===== config.mk =====
export PLATFORM = sky130hd
export DESIGN_NAME = cmsdk_apb3_eg_slave_reg_arb_flat
export DESIGN_NICKNAME = d
export VERILOG_FILES = /design/src/rtl/cmsdk_apb3_eg_slave_arb_pkg.sv /design/src/rtl/cmsdk_apb3_eg_slave_reg_arb_if.sv /design/src/rtl/cmsdk_apb3_eg_slave_reg_arb_rr_pick.sv /design/src/rtl/cmsdk_apb3_eg_slave_reg_arb.sv /design/src/flat_wrapper.sv
export SDC_FILE = /design/constraint.sdc
export NUM_CORES = 1
export LEC_CHECK = 0
export CAP_MARGIN = 10
export CELL_PAD_IN_SITES_DETAIL_PLACEMENT = 1
export CELL_PAD_IN_SITES_GLOBAL_PLACEMENT = 2
export CORE_ASPECT_RATIO = 0.8
export CORE_MARGIN = 2
export CORE_UTILIZATION = 23
export CTS_CLUSTER_DIAMETER = 60
export DETAILED_ROUTE_END_ITERATION = 8
export PLACE_DENSITY = 0.8
export SLEW_MARGIN = 30
export SYNTH_ARGS = -nofsm -noshare
export SYNTH_HDL_FRONTEND = slang
export SYNTH_HIERARCHICAL = 1
export SYNTH_SLANG_ARGS = --single-unit

===== constraint.sdc =====
create_clock -name pclk -period 2.5 [get_ports pclk]
set_input_delay 0.5 -clock pclk [delete_from_list [all_inputs] [get_ports pclk]]
set_output_delay 0.5 -clock pclk [all_outputs]
set_load 0.05 [all_outputs]

===== src/rtl/cmsdk_apb3_eg_slave_arb_pkg.sv =====
// Shared constants for the example-slave register arbiter: FSM encoding,
// wait counter width and requester count.
package cmsdk_apb3_eg_slave_arb_pkg;

  localparam int WAIT_W    = 4;
  localparam int NUM_PORTS = 2;

  typedef enum logic [1:0] {
    ST_IDLE     = 2'd0,
    ST_ACCESS   = 2'd1,
    ST_COMPLETE = 2'd2
  } arb_state_t;

endpackage


===== src/rtl/cmsdk_apb3_eg_slave_reg_arb_if.sv =====
// Request/ack bundle for both requesters plus the shared register-block port.
// The slave modport is the arbiter view; master is the requester/regblock side.
interface cmsdk_apb3_eg_slave_reg_arb_if #(
  parameter int ADDRWIDTH = 12
);
  logic                 req0_valid;
  logic                 req0_write;
  logic [ADDRWIDTH-1:0] req0_addr;
  logic [31:0]          req0_wdata;
  logic                 ack0;
  logic [31:0]          rdata0;

  logic                 req1_valid;
  logic                 req1_write;
  logic [ADDRWIDTH-1:0] req1_addr;
  logic [31:0]          req1_wdata;
  logic                 ack1;
  logic [31:0]          rdata1;

  logic [ADDRWIDTH-1:0] reg_addr;
  logic                 reg_read_en;
  logic                 reg_write_en;
  logic [31:0]          reg_wdata;
  logic [31:0]          reg_rdata;
  logic                 busy;

  modport slave (
    input  req0_valid, req0_write, req0_addr, req0_wdata,
    input  req1_valid, req1_write, req1_addr, req1_wdata,
    input  reg_rdata,
    output ack0, rdata0, ack1, rdata1,
    output reg_addr, reg_read_en, reg_write_en, reg_wdata, busy
  );

  modport master (
    output req0_valid, req0_write, req0_addr, req0_wdata,
    output req1_valid, req1_write, req1_addr, req1_wdata,
    output reg_rdata,
    input  ack0, rdata0, ack1, rdata1,
    input  reg_addr, reg_read_en, reg_write_en, reg_wdata, busy
  );
endinterface


===== src/rtl/cmsdk_apb3_eg_slave_reg_arb_rr_pick.sv =====
// Combinational two-way round-robin picker: on contention the port that
// did not win last time is granted.
module cmsdk_apb3_eg_slave_rr_pick
  import cmsdk_apb3_eg_slave_arb_pkg::*;
(
  input  logic [NUM_PORTS-1:0] valid,
  input  logic                 last,
  output logic [NUM_PORTS-1:0] grant,
  output logic                 any
);

  always_comb begin
    grant = valid;
    if (valid == 2'b11) grant = last ? 2'b01 : 2'b10;
  end

  assign any = |valid;

endmodule


===== src/rtl/cmsdk_apb3_eg_slave_reg_arb.sv =====
// Arbitrates two requesters onto the example-slave register port, inserting
// WAIT_CYCLES wait states and issuing one registered strobe per transaction.
module cmsdk_apb3_eg_slave_reg_arb
  import cmsdk_apb3_eg_slave_arb_pkg::*;
#(
  parameter int ADDRWIDTH   = 12,
  parameter int WAIT_CYCLES = 0
) (
  input logic                           pclk,
  input logic                           preset,
  cmsdk_apb3_eg_slave_reg_arb_if.slave  bus
);

  localparam logic [WAIT_W-1:0] WAIT_INIT = WAIT_W'(WAIT_CYCLES);
  localparam logic              NO_WAIT   = (WAIT_CYCLES == 0);

  arb_state_t           state;
  logic [WAIT_W-1:0]    wait_cnt;
  logic                 dir;
  logic                 gnt_port;
  logic                 last_q;
  logic [ADDRWIDTH-1:0] addr_q;
  logic [31:0]          wdata_q;
  logic [31:0]          rdata0_q;
  logic [31:0]          rdata1_q;
  logic                 ack0_q;
  logic                 ack1_q;
  logic                 rd_en_q;
  logic                 wr_en_q;
  logic                 busy_q;

  logic [1:0]           grant;
  logic                 any;
  logic                 sel_write;
  logic [ADDRWIDTH-1:0] sel_addr;
  logic [31:0]          sel_wdata;

  cmsdk_apb3_eg_slave_rr_pick u_pick (
    .valid ({bus.req1_valid, bus.req0_valid}),
    .last  (last_q),
    .grant (grant),
    .any   (any)
  );

  assign sel_write = grant[1] ? bus.req1_write : bus.req0_write;
  assign sel_addr  = grant[1] ? bus.req1_addr  : bus.req0_addr;
  assign sel_wdata = grant[1] ? bus.req1_wdata : bus.req0_wdata;

  always_ff @(posedge pclk) begin
    if (preset) begin
      state    <= ST_IDLE;
      wait_cnt <= '0;
      dir      <= 1'b0;
      gnt_port <= 1'b0;
      last_q   <= 1'b1;
      addr_q   <= '0;
      wdata_q  <= '0;
      rdata0_q <= '0;
      rdata1_q <= '0;
      ack0_q   <= 1'b0;
      ack1_q   <= 1'b0;
      rd_en_q  <= 1'b0;
      wr_en_q  <= 1'b0;
      busy_q   <= 1'b0;
    end else begin
      case (state)
        ST_IDLE: begin
          if (any) begin
            gnt_port <= grant[1];
            last_q   <= grant[1];
            addr_q   <= sel_addr;
            wdata_q  <= sel_wdata;
            dir      <= sel_write;
            wait_cnt <= WAIT_INIT;
            // With no wait states the strobe must already be up in the first ACCESS cycle.
            rd_en_q  <= NO_WAIT && !sel_write;
            wr_en_q  <= NO_WAIT && sel_write;
            busy_q   <= 1'b1;
            state    <= ST_ACCESS;
          end
        end
        ST_ACCESS: begin
          if (wait_cnt != '0) begin
            wait_cnt <= wait_cnt - 1'b1;
            if (wait_cnt == WAIT_W'(1)) begin
              rd_en_q <= !dir;
              wr_en_q <= dir;
            end
          end else begin
            rd_en_q <= 1'b0;
            wr_en_q <= 1'b0;
            if (!dir) begin
              if (gnt_port) rdata1_q <= bus.reg_rdata;
              else          rdata0_q <= bus.reg_rdata;
            end
            ack0_q <= !gnt_port;
            ack1_q <= gnt_port;
            state  <= ST_COMPLETE;
          end
        end
        ST_COMPLETE: begin
          ack0_q <= 1'b0;
          ack1_q <= 1'b0;
          busy_q <= 1'b0;
          state  <= ST_IDLE;
        end
        default: state <= ST_IDLE;
      endcase
    end
  end

  assign bus.ack0         = ack0_q;
  assign bus.ack1         = ack1_q;
  assign bus.rdata0       = rdata0_q;
  assign bus.rdata1       = rdata1_q;
  assign bus.reg_addr     = addr_q;
  assign bus.reg_wdata    = wdata_q;
  assign bus.reg_read_en  = rd_en_q;
  assign bus.reg_write_en = wr_en_q;
  assign bus.busy         = busy_q;

  // The granted requester must keep its request up until it sees its ack.
  a_req_held: assert property (@(posedge pclk) disable iff (preset)
    (state == ST_ACCESS) |-> (gnt_port ? bus.req1_valid : bus.req0_valid));

endmodule


===== src/flat_wrapper.sv =====
// flat-port wrapper written by rule: the top's interface ports become plain ports
module cmsdk_apb3_eg_slave_reg_arb_flat import cmsdk_apb3_eg_slave_arb_pkg::*;
#(
  parameter int ADDRWIDTH   = 12,
  parameter int WAIT_CYCLES = 0
)
  (pclk, preset, bus_req0_valid, bus_req0_write, bus_req0_addr, bus_req0_wdata, bus_req1_valid, bus_req1_write, bus_req1_addr, bus_req1_wdata, bus_reg_rdata, bus_ack0, bus_rdata0, bus_ack1, bus_rdata1, bus_reg_addr, bus_reg_read_en, bus_reg_write_en, bus_reg_wdata, bus_busy);
  cmsdk_apb3_eg_slave_reg_arb_if #(.ADDRWIDTH(ADDRWIDTH)) bus_i ();
  input logic pclk;
  input logic preset;
  input wire logic [$bits(bus_i.req0_valid)-1:0] bus_req0_valid;
  input wire logic [$bits(bus_i.req0_write)-1:0] bus_req0_write;
  input wire logic [$bits(bus_i.req0_addr)-1:0] bus_req0_addr;
  input wire logic [$bits(bus_i.req0_wdata)-1:0] bus_req0_wdata;
  input wire logic [$bits(bus_i.req1_valid)-1:0] bus_req1_valid;
  input wire logic [$bits(bus_i.req1_write)-1:0] bus_req1_write;
  input wire logic [$bits(bus_i.req1_addr)-1:0] bus_req1_addr;
  input wire logic [$bits(bus_i.req1_wdata)-1:0] bus_req1_wdata;
  input wire logic [$bits(bus_i.reg_rdata)-1:0] bus_reg_rdata;
  output wire logic [$bits(bus_i.ack0)-1:0] bus_ack0;
  output wire logic [$bits(bus_i.rdata0)-1:0] bus_rdata0;
  output wire logic [$bits(bus_i.ack1)-1:0] bus_ack1;
  output wire logic [$bits(bus_i.rdata1)-1:0] bus_rdata1;
  output wire logic [$bits(bus_i.reg_addr)-1:0] bus_reg_addr;
  output wire logic [$bits(bus_i.reg_read_en)-1:0] bus_reg_read_en;
  output wire logic [$bits(bus_i.reg_write_en)-1:0] bus_reg_write_en;
  output wire logic [$bits(bus_i.reg_wdata)-1:0] bus_reg_wdata;
  output wire logic [$bits(bus_i.busy)-1:0] bus_busy;
  assign bus_i.req0_valid = bus_req0_valid;
  assign bus_i.req0_write = bus_req0_write;
  assign bus_i.req0_addr = bus_req0_addr;
  assign bus_i.req0_wdata = bus_req0_wdata;
  assign bus_i.req1_valid = bus_req1_valid;
  assign bus_i.req1_write = bus_req1_write;
  assign bus_i.req1_addr = bus_req1_addr;
  assign bus_i.req1_wdata = bus_req1_wdata;
  assign bus_i.reg_rdata = bus_reg_rdata;
  assign bus_ack0 = bus_i.ack0;
  assign bus_rdata0 = bus_i.rdata0;
  assign bus_ack1 = bus_i.ack1;
  assign bus_rdata1 = bus_i.rdata1;
  assign bus_reg_addr = bus_i.reg_addr;
  assign bus_reg_read_en = bus_i.reg_read_en;
  assign bus_reg_write_en = bus_i.reg_write_en;
  assign bus_reg_wdata = bus_i.reg_wdata;
  assign bus_busy = bus_i.busy;
  cmsdk_apb3_eg_slave_reg_arb #(.ADDRWIDTH(ADDRWIDTH), .WAIT_CYCLES(WAIT_CYCLES)) u_core (.pclk(pclk), .preset(preset), .bus(bus_i));
endmodule

==> results of run 1 <==
area by class of cell:
type / count / share of cell area, %
Timing Repair Buffer: 254 / 30.45
Tap cell: 300 / 4.504
Multi-Input combinational cell: 387 / 28.70
Sequential cell: 122 / 29.30
Inverter: 4 / 0.1802
Clock buffer: 19 / 5.435
Clock inverter: 13 / 1.426
per-stage QoR:
stage	cells	total power (uW)	area [um^2]
after floorplan	558	5707	5154
after global placement	1067	7048	7762
after detailed placement	1067	7074	7762
after CTS	1099	9520	8334
after global routing	1099	9931	8334
final	1099	9359	8334
power groups by stage:
stage          logic, uW  registers (uW)  clock network (uW)
2_1_floorplan       1630            4070                   0
3_3_place_gp        4340            2710                   0
3_5_place_dp        4350            2720                   0
4_1_cts             4370            2680                2460
5_1_grt             4640            2740                2550
6_report            4300            2680                2380
how the worst max path moves through the flow:
stage                       startpoint                  endpoint  depth (start not counted)
CTS                    u_core/bus.busy                  bus_busy                          1
detailed placement      bus_req0_valid  u_core/bus.reg_wdata[11]                          6
global placement        bus_req0_valid   u_core/bus.reg_wdata[8]                          6
floorplan           u_core/wait_cnt[0]      u_core/bus.rdata0[0]                          9
finish                 u_core/bus.busy                  bus_busy                          1
global route        u_core/wait_cnt[0]      u_core/bus.rdata0[6]                          6
worst reg2reg max path, stage by stage (launching register included):
cell and delay, ns:
dfxtp_1 0.34, inv_1 0.12, ha_1 0.20, or3b_1 0.37, or4_4 0.73, nand2_2 0.20, a21oi_2 0.07
sequential cells by signal, summed over array words and instances, names as in the netlist, 2 cells and up:
register / flops
u_core/bus.rdata0: 32
u_core/bus.rdata1: 32
u_core/bus.reg_wdata: 32
u_core/bus.reg_addr: 12
u_core/wait_cnt: 4
u_core/state: 2
layer usage:
layer,vias to the layer above,GRT usage (%)
li1,2369,-
met1,2140,17.37
met2,166,21.91
met3,12,6.878
met4,0,3.672
met5,-,0
==> results.toml, run 1 <==
[global_route]
antenna_found_initial = 0
grt_max_degree = 72
grt_pass1_vias = 4811
grt_use_total_pct = 14.07
grt_pass1_wl_mm = 25.39
grt-ovfl-total = 0

[timing]
tns_ns = 0
timing.final.ws_setup_ns = 0.3341
setup_viol = 0
finClkSkew_ns = 0.009571
rsz0062_at_grt = "false"
slew_headroom_pct = 59.36
max_freq_ghz = 0.4617
drv_slew = 0
timing.hold.ws_ns = 0.4180
min_period_ns = 2.166
final-hold-violation-count = 0
tightest_slew_ns = 0.6096
period_share_pct = 86.64

[setup_path]
path_cells = "clkdlybuf4s50_1"
cp-start-kind = "flop"
critPathRequiredTime_ns = 2.00
timing.rr.start = "u_core/wait_cnt[0]"
r2r-end = "u_core/bus.rdata0[4]"
crit_path_end_kind = "output pin"
cpPeakStageDelay_ns = 0.88
path_buf_inv = 1
r2r_slack_ns = 0.34
worstSetupPathType = "flop to output pin"
reg2reg_depth = 6
crit_family = "buffers and inverters"
critPathSlowestCell = "clkdlybuf4s50_1"
arrival_ns = 1.67
cp_max_fo = 2

[synth]
syn_area_mm2 = 0.005154
avgSynthCellArea_um2 = 9.236
netlist_instances = 558
syn-num-nets = 687
ys_warn_count = 6

[pwr]
power.share.switching_pct = 42.95
clkPwrFrac_pct = 25.4
powerDensity_mw_per_mm2 = 1123
p_leak_uw = 0.002917
p_seq_share_pct = 28.6
p_int_uw = 5339
p_switching_uw = 4019
comb_power_share_pct = 46.0
ir_worst_vdd_mv = 0.4833

[hold_path]
holdPathStages = 2
worstHoldStart = "preset"
hold-path-endpoint = "u_core/bus.rdata0[29]"
hold_class = "input pin to flop"

[layout]
layout-drive-gt1-share_pct = 14.77
n_antenna_cell = 0
fin_nets = 915
utilization_pct = 38.23
regArea_mm2 = 0.002442
layout_common_cells = "237 x clkdlybuf4s50_1, 122 x dfxtp_1, 105 x nand2_1"
area_delta_synth_final_pct = 61.71
multi_input_area_mm2 = 0.002392
fill_cells = 2474
final_common_cell = "clkdlybuf4s50_1"

[detailed_routing]
avgRoutedWirePerCell_um = 15.16
ant_nets = 0
top_layer_used = "met4"
dr_wl_met2_mm = 7.255
wl_met1_mm = 7.717
postRouteWirelength_mm = 16.66
num_vias = 4687
wl_met3_mm = 1.532
drc = 0
first_pass_iters = 4
vias_per_cell = 4.265
drt_iter0_markers = 193

[cts]
tritoncts = "built"
clock_sinks = 122
clock_latency_ns = 0.42
htreeDepth = 4
clk_pin_slew_ns = 0.06
clockBufferDepth = 2
cts_hold_buf = 0
cts_setup_buffers = 0
cts_made_buffers = 17
cts-resized-gates = 0
clock-root-buffer = "clkbuf_16"

[floorplan]
initial_utilization_pct = 23.64
design.core.area_mm2 = 0.02180
die_height_um = 137.9
rows = 48
boundaryPins = 239
die_w_um = 171.4
die-area_mm2 = 0.02363

[place]
portBuffers = 238
gp_congestion = 0.6916
hpwl_mm = 11.89
pre_cts_slack_ns = 0.2693

[status]
status = "completed"

[flow_run]
max-cap-violations = 0
No activity file was read; power rests on OpenSTA's default activity.
==> run 2: changes to the inputs <==
--- a/config.mk
+++ b/config.mk
@@ -10,10 +10,10 @@
 export CELL_PAD_IN_SITES_GLOBAL_PLACEMENT = 2
 export CORE_ASPECT_RATIO = 0.8
 export CORE_MARGIN = 2
-export CORE_UTILIZATION = 23
+export CORE_UTILIZATION = 21
 export CTS_CLUSTER_DIAMETER = 60
 export DETAILED_ROUTE_END_ITERATION = 8
-export PLACE_DENSITY = 0.8
+export PLACE_DENSITY = 0.77
 export SLEW_MARGIN = 30
 export SYNTH_ARGS = -nofsm -noshare
 export SYNTH_HDL_FRONTEND = slang
==> constraint.sdc (replaced) <==
create_clock -name pclk -period 1.94 [get_ports pclk]
set_input_delay 0.388 -clock pclk [delete_from_list [all_inputs] [get_ports pclk]]
set_output_delay 0.388 -clock pclk [all_outputs]
set_load 0.05 [all_outputs]
==> results.toml, run 2 (same netlist as run 1, synthesis figures left out) <==
[layout]
design_area_mm2 = 0.008586
regArea_mm2 = 0.002447
fill_cells = 2802
multi_input_area_mm2 = 0.002522
n_antenna_cell = 0
fin_nets = 928
layout-drive-gt1-share_pct = 23.40
final_common_cell = "clkdlybuf4s50_1"
area_delta_synth_final_pct = 66.59
layout_common_cells = "124 x clkdlybuf4s50_1, 120 x dfxtp_1, 102 x nand2_1"

[global_route]
grt_pass1_vias = 4810
grt_use_total_pct = 13.01
grt_pass1_wl_mm = 25.96
grt_max_degree = 75
grt-ovfl-total = 0
antenna_found_initial = 1

[timing]
min_period_ns = 1.948
rsz0062_at_grt = "true"
max_freq_ghz = 0.5134
drv_slew = 0
final-hold-violation-count = 0
period_share_pct = 100.4
setup_viol = 6
slew_headroom_pct = 64.07
timing.final.ws_setup_ns = -0.007687
finClkSkew_ns = 0.006597
timing.hold.ws_ns = 0.2582
tightest_slew_ns = 0.5411

[cts]
cts_made_buffers = 17
cts_hold_buf = 0
htreeDepth = 4
tritoncts = "built"
clk_pin_slew_ns = 0.06
clock_latency_ns = 0.41
clockBufferDepth = 2
clock-root-buffer = "clkbuf_16"
clock_sinks = 122

[setup_path]
critPathRequiredTime_ns = 2.23
worstSetupPathType = "flop to flop"
cp_max_fo = 8
crit_path_end_kind = "flop"
arrival_ns = 2.23
cp-start-kind = "flop"

[floorplan]
design.core.area_mm2 = 0.02425
rows = 51
die-area_mm2 = 0.02582
die_w_um = 179.1
initial_utilization_pct = 21.25
boundaryPins = 239
die_height_um = 144.1

[pwr]
p_leak_uw = 0.003477
ir_worst_vdd_mv = 0.5850
powerDensity_mw_per_mm2 = 1461

[flow_run]
max-cap-violations = 0

[place]
gp_congestion = 0.7264
pre_cts_slack_ns = -0.1447
portBuffers = 238
hpwl_mm = 12.23
dpl_cell_area_mm2 = 0.007775

[detailed_routing]
drt_iter0_markers = 161
num_vias = 4817
first_pass_iters = 4
avgRoutedWirePerCell_um = 15.82
vias_per_cell = 4.263
drc = 0
ant_nets = 0
postRouteWirelength_mm = 17.88

[hold_path]
hold_class = "input pin to flop"

[status]
violations = "setup timing"
status = "finished with violations"
[run 2: cell types whose count changed in the layout (fill, tap and decap cells not counted), moves of 6 or more]
cell / previous run / this run
a21oi_1: 44 / 38
nand2_2: 30 / 16
dlygate4sd2_1: 0 / 67
nand2_4: 0 / 17
clkdlybuf4s50_1: 237 / 124
buf_4: 14 / 60
a21oi_2: 30 / 36
[run 2: final cells by class]
type	instances	area share, %
Clock inverter	11	1.676
Inverter	4	0.2332
Tap cell	318	4.634
Multi-Input combinational cell	387	29.38
Sequential cell	122	28.50
Timing Repair Buffer	267	30.09
Clock buffer	21	5.479
[run 2: path summary, 6_finish.rpt]
kind | from | to | slack, ns | cells after the start
hold / removal | preset | u_core/bus.ack0 | 0.26 | 2
setup reg to reg | u_core/wait_cnt[1] | u_core/bus.rdata0[28] | -0.008 | 7
hold reg to reg | u_core/bus.rdata1[29] | u_core/bus.rdata1[29] | 0.45 | 2
setup / recovery | u_core/wait_cnt[1] | u_core/bus.rdata0[28] | -0.008 | 7
[run 2: where the power goes]
group / total [uW] / internal (uW) / leakage (uW) / switching, uW
combinational: 5770 / 2010 / 0.00219 / 3760
sequential: 3490 / 3100 / 0.00100 / 395
clock: 3290 / 2120 / 0.000291 / 1170
total: 12500 / 7220 / 0.00348 / 5330
[run 2: what timing repair did]
item	CTS	global route
gates cloned	0	6
gates resized for setup	67	31
setup buffers	0	4
endpoints found under the setup margin	67	65
pin swaps	0	32
[run 2: worst max-delay path, stage by stage (launching register included)]
cell,delay [ns]
dfxtp_4,0.35
inv_4,0.06
ha_4,0.13
or3b_4,0.39
or4_4,0.53
clkbuf_16,0.22
nand2_2,0.08
a21oi_2,0.05
[run 2: per-stage QoR]
step	power (uW)	instances	TNS [ns]	util, %
final	12550	1130	-0.02338	35.41
after global routing	13260	1130	-3.525	35.41
after CTS	12330	1120	0	34.25
after detailed placement	9168	1088	-2.769	32.06
after global placement	9089	1088	-0.7792	32.06
after floorplan	7393	558	-0.02610	-
[run 2: per-layer routing]
metal  global-route usage [%]  up-vias  wire length, um
met2                    20.30      171             8096
li1                         -     2402                -
met5                        0        -                9
met1                    16.57     2228             8155
met4                    3.608        2              185
met3                    5.258       14             1430
==> run 3: changes to the inputs <==
--- a/config.mk
+++ b/config.mk
@@ -13,6 +13,7 @@
 export CORE_UTILIZATION = 21
 export CTS_CLUSTER_DIAMETER = 60
 export DETAILED_ROUTE_END_ITERATION = 8
+export GPL_TIMING_DRIVEN = 1
 export PLACE_DENSITY = 0.77
 export SLEW_MARGIN = 30
 export SYNTH_ARGS = -nofsm -noshare
==> results of run 3 <==
No change in the layout: final DEF, timing and power equal those of run 2.
